==> config.mk <==
export PLATFORM = sky130hd
export DESIGN_NAME = writeback_unit_flat
export DESIGN_NICKNAME = d
export VERILOG_FILES = /design/src/rtl/writeback_unit_if.sv /design/src/rtl/writeback_unit.sv /design/src/flat_wrapper.sv
export SDC_FILE = /design/constraint.sdc
export NUM_CORES = 1
export LEC_CHECK = 0
export CAP_MARGIN = 20
export CORE_ASPECT_RATIO = 0.6
export CORE_UTILIZATION = 40
export DETAILED_ROUTE_END_ITERATION = 10
export PLACE_DENSITY_LB_ADDON = 0.3
export SLEW_MARGIN = 20
export SYNTH_ARGS = -nofsm -noshare
export SYNTH_HDL_FRONTEND = slang
export SYNTH_SLANG_ARGS = --single-unit
==> constraint.sdc <==
create_clock -name Clock -period 2 [get_ports Clock]
set_input_delay 0.4 -clock Clock [delete_from_list [all_inputs] [get_ports Clock]]
set_output_delay 0.4 -clock Clock [all_outputs]
set_load 0.02 [all_outputs]
==> src/rtl/writeback_unit_if.sv <==
`default_nettype none
// ============================================================================
//  Module      : writeback_unit_if
//  Description : Bundle of the ALU/load result handshakes, the register-file
//                write port and the hazard/occupancy status of the
//                writeback unit.
//                master : producer side (execute/memory stages, decode)
//                slave  : writeback_unit
//  Revision    : 1.0 - initial release
// ============================================================================
interface writeback_unit_if #(
    parameter int DEPTH = 4
);
    localparam int c_CNT_W = $clog2(DEPTH) + 1;

    logic               alu_valid;
    logic               alu_ready;
    logic [3:0]         alu_dest;
    logic [17:0]        alu_data;
    logic               mem_valid;
    logic               mem_ready;
    logic [3:0]         mem_dest;
    logic [17:0]        mem_data;
    logic               WriteEnable;
    logic [3:0]         WriteSelect;
    logic [17:0]        WriteData;
    logic [15:0]        pending_mask;
    logic [c_CNT_W-1:0] fifo_count;

    modport master (
        output alu_valid, alu_dest, alu_data,
        output mem_valid, mem_dest, mem_data,
        input  alu_ready, mem_ready,
        input  WriteEnable, WriteSelect, WriteData,
        input  pending_mask, fifo_count
    );

    modport slave (
        input  alu_valid, alu_dest, alu_data,
        input  mem_valid, mem_dest, mem_data,
        output alu_ready, mem_ready,
        output WriteEnable, WriteSelect, WriteData,
        output pending_mask, fifo_count
    );
endinterface
`default_nettype wire

==> src/rtl/writeback_unit.sv <==
`default_nettype none
// ============================================================================
//  Module      : writeback_unit
//  Description : Merges single-cycle ALU results and variable-latency load
//                results onto the single register-file write port. Loads
//                wait in a circular FIFO; ALU results bypass it and win
//                unless the FIFO is full or its head has been passed over
//                MAX_WAIT times. pending_mask flags registers with a queued
//                load so decode can stall on hazards.
//  Options     : WB_LOAD_BYPASS_EN - a load arriving with an empty FIFO and
//                no competing ALU result is written directly (1-cycle).
//  Revision    : 1.0 - initial release
// ============================================================================
module writeback_unit #(
    parameter int DEPTH    = 4,
    parameter int MAX_WAIT = 3
) (
    input  wire logic       Clock,
    input  wire logic       Clear,
    writeback_unit_if.slave bus
);
    localparam int c_PTR_W  = $clog2(DEPTH);
    localparam int c_CNT_W  = c_PTR_W + 1;
    localparam int c_WAIT_W = $clog2(MAX_WAIT + 1);
    localparam logic [c_CNT_W-1:0]  c_FULL     = c_CNT_W'(DEPTH);
    localparam logic [c_WAIT_W-1:0] c_WAIT_MAX = c_WAIT_W'(MAX_WAIT);

    logic [3:0]          r_dest [DEPTH];
    logic [17:0]         r_data [DEPTH];
    logic [c_PTR_W-1:0]  r_wr_ptr;
    logic [c_PTR_W-1:0]  r_rd_ptr;
    logic [c_CNT_W-1:0]  r_count;
    logic [c_WAIT_W-1:0] r_wait;
    logic                r_we;
    logic [3:0]          r_sel;
    logic [17:0]         r_wdata;

    logic                w_full;
    logic                w_empty;
    logic                w_prio;
    logic                w_alu_take;
    logic                w_deq;
    logic                w_enq;
    logic                w_bypass;
    logic [15:0]         w_pending;

    assign w_full     = (r_count == c_FULL);
    assign w_empty    = (r_count == '0);
    // A full FIFO or a head skipped MAX_WAIT times blocks the ALU for a cycle
    assign w_prio     = w_full || (r_wait == c_WAIT_MAX);
    assign w_alu_take = bus.alu_valid && !w_prio;
    assign w_deq      = !w_alu_take && !w_empty;

`ifdef WB_LOAD_BYPASS_EN
    assign w_bypass   = w_empty && bus.mem_valid && !w_alu_take;
`else
    assign w_bypass   = 1'b0;
`endif

    // Ready ignores a same-cycle dequeue, so a full FIFO never enqueues
    assign w_enq      = bus.mem_valid && !w_full && !w_bypass;

    assign bus.alu_ready    = !w_prio;
    assign bus.mem_ready    = !w_full;
    assign bus.fifo_count   = r_count;
    assign bus.pending_mask = w_pending;
    assign bus.WriteEnable  = r_we;
    assign bus.WriteSelect  = r_sel;
    assign bus.WriteData    = r_wdata;

    // Hazard mask: OR of one-hot destinations over the occupied entries
    always_comb begin
        w_pending = '0;
        for (int i = 0; i < DEPTH; i++) begin
            if (c_CNT_W'(i) < r_count) begin
                w_pending[r_dest[r_rd_ptr + c_PTR_W'(i)]] = 1'b1;
            end
        end
    end

    // Load FIFO storage, pointers and occupancy
    always_ff @(posedge Clock) begin
        if (Clear) begin
            r_wr_ptr <= '0;
            r_rd_ptr <= '0;
            r_count  <= '0;
        end else begin
            if (w_enq) begin
                r_dest[r_wr_ptr] <= bus.mem_dest;
                r_data[r_wr_ptr] <= bus.mem_data;
                r_wr_ptr         <= r_wr_ptr + 1'b1;
            end
            if (w_deq) begin
                r_rd_ptr <= r_rd_ptr + 1'b1;
            end
            case ({w_enq, w_deq})
                2'b10:   r_count <= r_count + 1'b1;
                2'b01:   r_count <= r_count - 1'b1;
                default: r_count <= r_count;
            endcase
        end
    end

    // Starvation counter: cycles the non-empty head has been passed over
    always_ff @(posedge Clock) begin
        if (Clear) begin
            r_wait <= '0;
        end else if (w_empty || w_deq) begin
            r_wait <= '0;
        end else if (r_wait != c_WAIT_MAX) begin
            r_wait <= r_wait + 1'b1;
        end
    end

    // Register-file write port: ALU first, then FIFO head, then direct load
    always_ff @(posedge Clock) begin
        if (Clear) begin
            r_we    <= 1'b0;
            r_sel   <= '0;
            r_wdata <= '0;
        end else if (w_alu_take) begin
            r_we    <= 1'b1;
            r_sel   <= bus.alu_dest;
            r_wdata <= bus.alu_data;
        end else if (w_deq) begin
            r_we    <= 1'b1;
            r_sel   <= r_dest[r_rd_ptr];
            r_wdata <= r_data[r_rd_ptr];
        end else if (w_bypass) begin
            r_we    <= 1'b1;
            r_sel   <= bus.mem_dest;
            r_wdata <= bus.mem_data;
        end else begin
            r_we    <= 1'b0;
        end
    end
endmodule
`default_nettype wire
==> src/flat_wrapper.sv <==
// flat-port wrapper written by rule: the top's interface ports become plain ports
module writeback_unit_flat 
#(
    parameter int DEPTH    = 4,
    parameter int MAX_WAIT = 3
)
  (Clock, Clear, bus_alu_valid, bus_alu_dest, bus_alu_data, bus_mem_valid, bus_mem_dest, bus_mem_data, bus_alu_ready, bus_mem_ready, bus_WriteEnable, bus_WriteSelect, bus_WriteData, bus_pending_mask, bus_fifo_count);
  writeback_unit_if #(.DEPTH(DEPTH)) bus_i ();
  input  wire logic Clock;
  input  wire logic Clear;
  input wire logic [$bits(bus_i.alu_valid)-1:0] bus_alu_valid;
  input wire logic [$bits(bus_i.alu_dest)-1:0] bus_alu_dest;
  input wire logic [$bits(bus_i.alu_data)-1:0] bus_alu_data;
  input wire logic [$bits(bus_i.mem_valid)-1:0] bus_mem_valid;
  input wire logic [$bits(bus_i.mem_dest)-1:0] bus_mem_dest;
  input wire logic [$bits(bus_i.mem_data)-1:0] bus_mem_data;
  output wire logic [$bits(bus_i.alu_ready)-1:0] bus_alu_ready;
  output wire logic [$bits(bus_i.mem_ready)-1:0] bus_mem_ready;
  output wire logic [$bits(bus_i.WriteEnable)-1:0] bus_WriteEnable;
  output wire logic [$bits(bus_i.WriteSelect)-1:0] bus_WriteSelect;
  output wire logic [$bits(bus_i.WriteData)-1:0] bus_WriteData;
  output wire logic [$bits(bus_i.pending_mask)-1:0] bus_pending_mask;
  output wire logic [$bits(bus_i.fifo_count)-1:0] bus_fifo_count;
  assign bus_i.alu_valid = bus_alu_valid;
  assign bus_i.alu_dest = bus_alu_dest;
  assign bus_i.alu_data = bus_alu_data;
  assign bus_i.mem_valid = bus_mem_valid;
  assign bus_i.mem_dest = bus_mem_dest;
  assign bus_i.mem_data = bus_mem_data;
  assign bus_alu_ready = bus_i.alu_ready;
  assign bus_mem_ready = bus_i.mem_ready;
  assign bus_WriteEnable = bus_i.WriteEnable;
  assign bus_WriteSelect = bus_i.WriteSelect;
  assign bus_WriteData = bus_i.WriteData;
  assign bus_pending_mask = bus_i.pending_mask;
  assign bus_fifo_count = bus_i.fifo_count;
  writeback_unit #(.DEPTH(DEPTH), .MAX_WAIT(MAX_WAIT)) u_core (.Clock(Clock), .Clear(Clear), .bus(bus_i));
endmodule
==> qor.txt <==
Status -> finished with violations
Failing checks -> setup timing
Inserted Diodes -> 0
Leak -> 3.16 nW
Netlist cell types -> 52
Final slew viol count -> 0
Number of global-route vias before repair -> 4,402
Synth-to-layout area growth -> 47.7%
Worst Setup End Kind -> output pin
CP required -> 1600 ps
Layout cells sized above 1 -> 40.1%
Initial DRC count -> 361
Dominant synthesized flop cell -> edfxtp_1
Minimum clock period -> 2840 ps
WP buf/inv -> 3
Area after DPL -> 0.00765 mm²
R2R cell count -> 11
Final Instance Area -> 0.00858 mm²
Cell family with most CP delay -> multiplexers
PwrDens -> 1340 mW/mm²
Critical path depth -> 8
Syn_area_per_cell -> 13.8 µm²
Setup TNS -> -12,320 ps
Reg2reg end -> u_core.bus.fifo_count[2]
# setup viols final -> 16
Number of synthesized flops with an enable pin -> 88
PortBufs -> 91
Via density -> 5.45
Worst-margin pin slew -> 587 ps
DIE AREA -> 0.0150 mm²
Non-Filler Instances -> 811
R2R setup slack -> 50 ps
First-pass GRT wire length -> 25,200 µm
Synthesized cell area -> 0.00581 mm²
Crit path max fanout -> 5
Hold Path Stages -> 1
DP HPWL -> 11,500 µm
Routed Wire Length -> 16,400 µm
Ys async rst share -> 0%
Final Hold Viols -> 0
Max Cap Viol -> 0
Hold buffers post-CTS -> 0
Die Ht -> 95.4 µm
Min-delay src -> u_core.r_wait[0]
Area leader, netlist -> edfxtp_1
Nets@finish -> 664
Routed vias -> 4,421
Pre-antenna DRT Iters -> 5
Core Area -> 0.0139 mm²
Post-route ant nets -> 0
#FFs+latches synth -> 122
VDD IR max -> 0.595 mV
Setup crit start -> u_core.r_dest[1][3]
Skew-Pair Late Insertion Delay -> 410 ps
Sequential fraction of the synthesis area -> 57.2%
Die Wd -> 158 µm
Global-route usage over all layers -> 23.3%
Crit path top cell by count -> buf_6
Clk slew on worst S/H paths -> 60 ps
Multi-input logic area -> 0.00265 mm²
CTS Buf Count -> 17
Hold Path Sink -> u_core.r_wait[0]
Post-synth top cells -> edfxtp_1 (88), nor2_1 (44), dfxtp_1 (34)
Final core utilization -> 61.7%
DRC -> 0
R2R Path Start -> u_core.bus.fifo_count[0]
Crit-path max cell delay -> 510 ps
WS Path Type -> flip-flop to output pin
CTS Root Buffer Type -> clkbuf_16
CP arrival -> 2440 ps
Largest net degree at the start of global routing -> 46
Synthesized Nets -> 478
Post-synthesis cell count -> 420
Yosys top cell area share -> 45.5%
Fill count -> 1,081
WL per Instance -> 20.2 µm
Synth top area cells -> edfxtp_1 (45%), dfxtp_1 (12%), mux4_2 (9.7%), mux2i_1 (4.7%), a211oi_1 (3.2%)
Setup WS pre-CTS -> -927 ps
Residual overflow from global routing -> 0
Final worst setup slack -> -838 ps
Relative slew slack -> 60.6%
Sequential cell area -> 0.00334 mm²
Worst Hold Class -> flip-flop to flip-flop
GPL Wtd Cong -> 0.853
I/O Pins -> 92
Slowest CP cell -> mux4_2
CTS tree -> built
# clock sinks -> 122
Fmax -> 352 MHz
Startpoint types -> flip-flop
Final setup skew -> 12.3 ps
Depth of the CTS H-tree -> 4
Final Cycle Share -> 142%
Rows -> 33
Clock buffer depth -> 2
Cell with the most instances after synthesis -> edfxtp_1
Initial core utilization -> 41.7%
Placed cell count -> 768
Synthesis warning total -> 0
Antenna violations before repair -> 1
RSZ-0062 raised after global routing -> true
CP Cell Sequence -> buf_6, mux4_2, nor3b_4, nand3_2, o31ai_2, buf_4, a211o_1, buf_6
-- power breakdown --
| part | internal, mW | switching [mW] | total [mW] | leakage [nW] |
|---|---|---|---|---|
| Combinational | 2.72 | 2.68 | 5.40 | 1.81 |
| Sequential | 3.00 | 0.182 | 3.18 | 1.08 |
| Clock | 1.73 | 1.17 | 2.90 | 0.259 |
| Total | 7.44 | 4.04 | 11.5 | 3.16 |
-- metrics by stage --
step / power [mW] / hold WS [ps]
floorplan: 6.02 / 407
global placement: 7.99 / 418
detailed placement: 8.02 / 434
CTS: 11.2 / 439
global route: 12.0 / 458
finish: 11.5 / 442
-- sequential cells by signal, summed over array words and instances (netlist names), named ones only --
signal and flops:
u_core.bus.WriteData 18, u_core.bus.WriteEnable 1, u_core.bus.WriteSelect 4, u_core.bus.fifo_count 3
u_core.r_data 72, u_core.r_dest 16, u_core.r_rd_ptr 2, u_core.r_wait 2
u_core.r_wr_ptr 2
-- cell type report --
type                            instances  area share [%]
Clock buffer                           17            4.96
Clock inverter                         15            1.65
Inverter                                9           0.423
Timing Repair Buffer                  187            20.4
Tap cell                              192            2.80
Sequential cell                       122            38.9
Multi-Input combinational cell        269            30.9
-- cell usage in the layout, fill, tap and decap left out, drive strengths merged, types with 5 or more instances in the layout --
cell type,count
buf,113
edfxtp,88
clkdlybuf4s50,71
nor2,44
dfxtp,34
mux2i,30
mux4,26
a211oi,25
nand2,22
clkbuf,17
inv,14
mux2,12
ha,10
a21oi,9
nand3,7
nor3,7
a221o,6
a22oi,6
clkinvlp,6
nor2b,6
and2,6
nand2b,5
nor3b,5
-- how the worst max path moves through the flow --
stage | endpoint | slack, ps
after floorplan | bus_pending_mask[1] | -170
after global placement | bus_pending_mask[3] | -960
after detailed placement | bus_pending_mask[3] | -930
after CTS | bus_pending_mask[14] | -820
after global routing | bus_pending_mask[13] | -890
final | bus_pending_mask[12] | -840
-- logic make-up after synthesis --
family / Yosys count / share of synthesized area (%)
and+or+nand+nor: 116 / 9.95
muxes: 68 / 18.3
DFF: 122 / 57.2
xor gates and xnor gates: 5 / 0.754
AOI/OAI and AO/OA: 70 / 9.18
adders and majority gates: 10 / 2.15
buffers and inverters: 29 / 2.48
-- layer usage --
layer  vias up  share of wire (%)  track usage, %
li1       2021                  -               -
met3        17                8.4            8.00
met2       194                 42            33.5
met4         2               0.63            4.77
met5         -              0.079               0
met1      2187                 49            34.0
-- timing repair --
item,CTS,global route
endpoints found under the setup margin,87,112
pin swaps,7,13
setup buffers,6,5
resized for setup,126,37
gates cloned,0,0
Note: power is estimated with default switching activity, not from simulation.
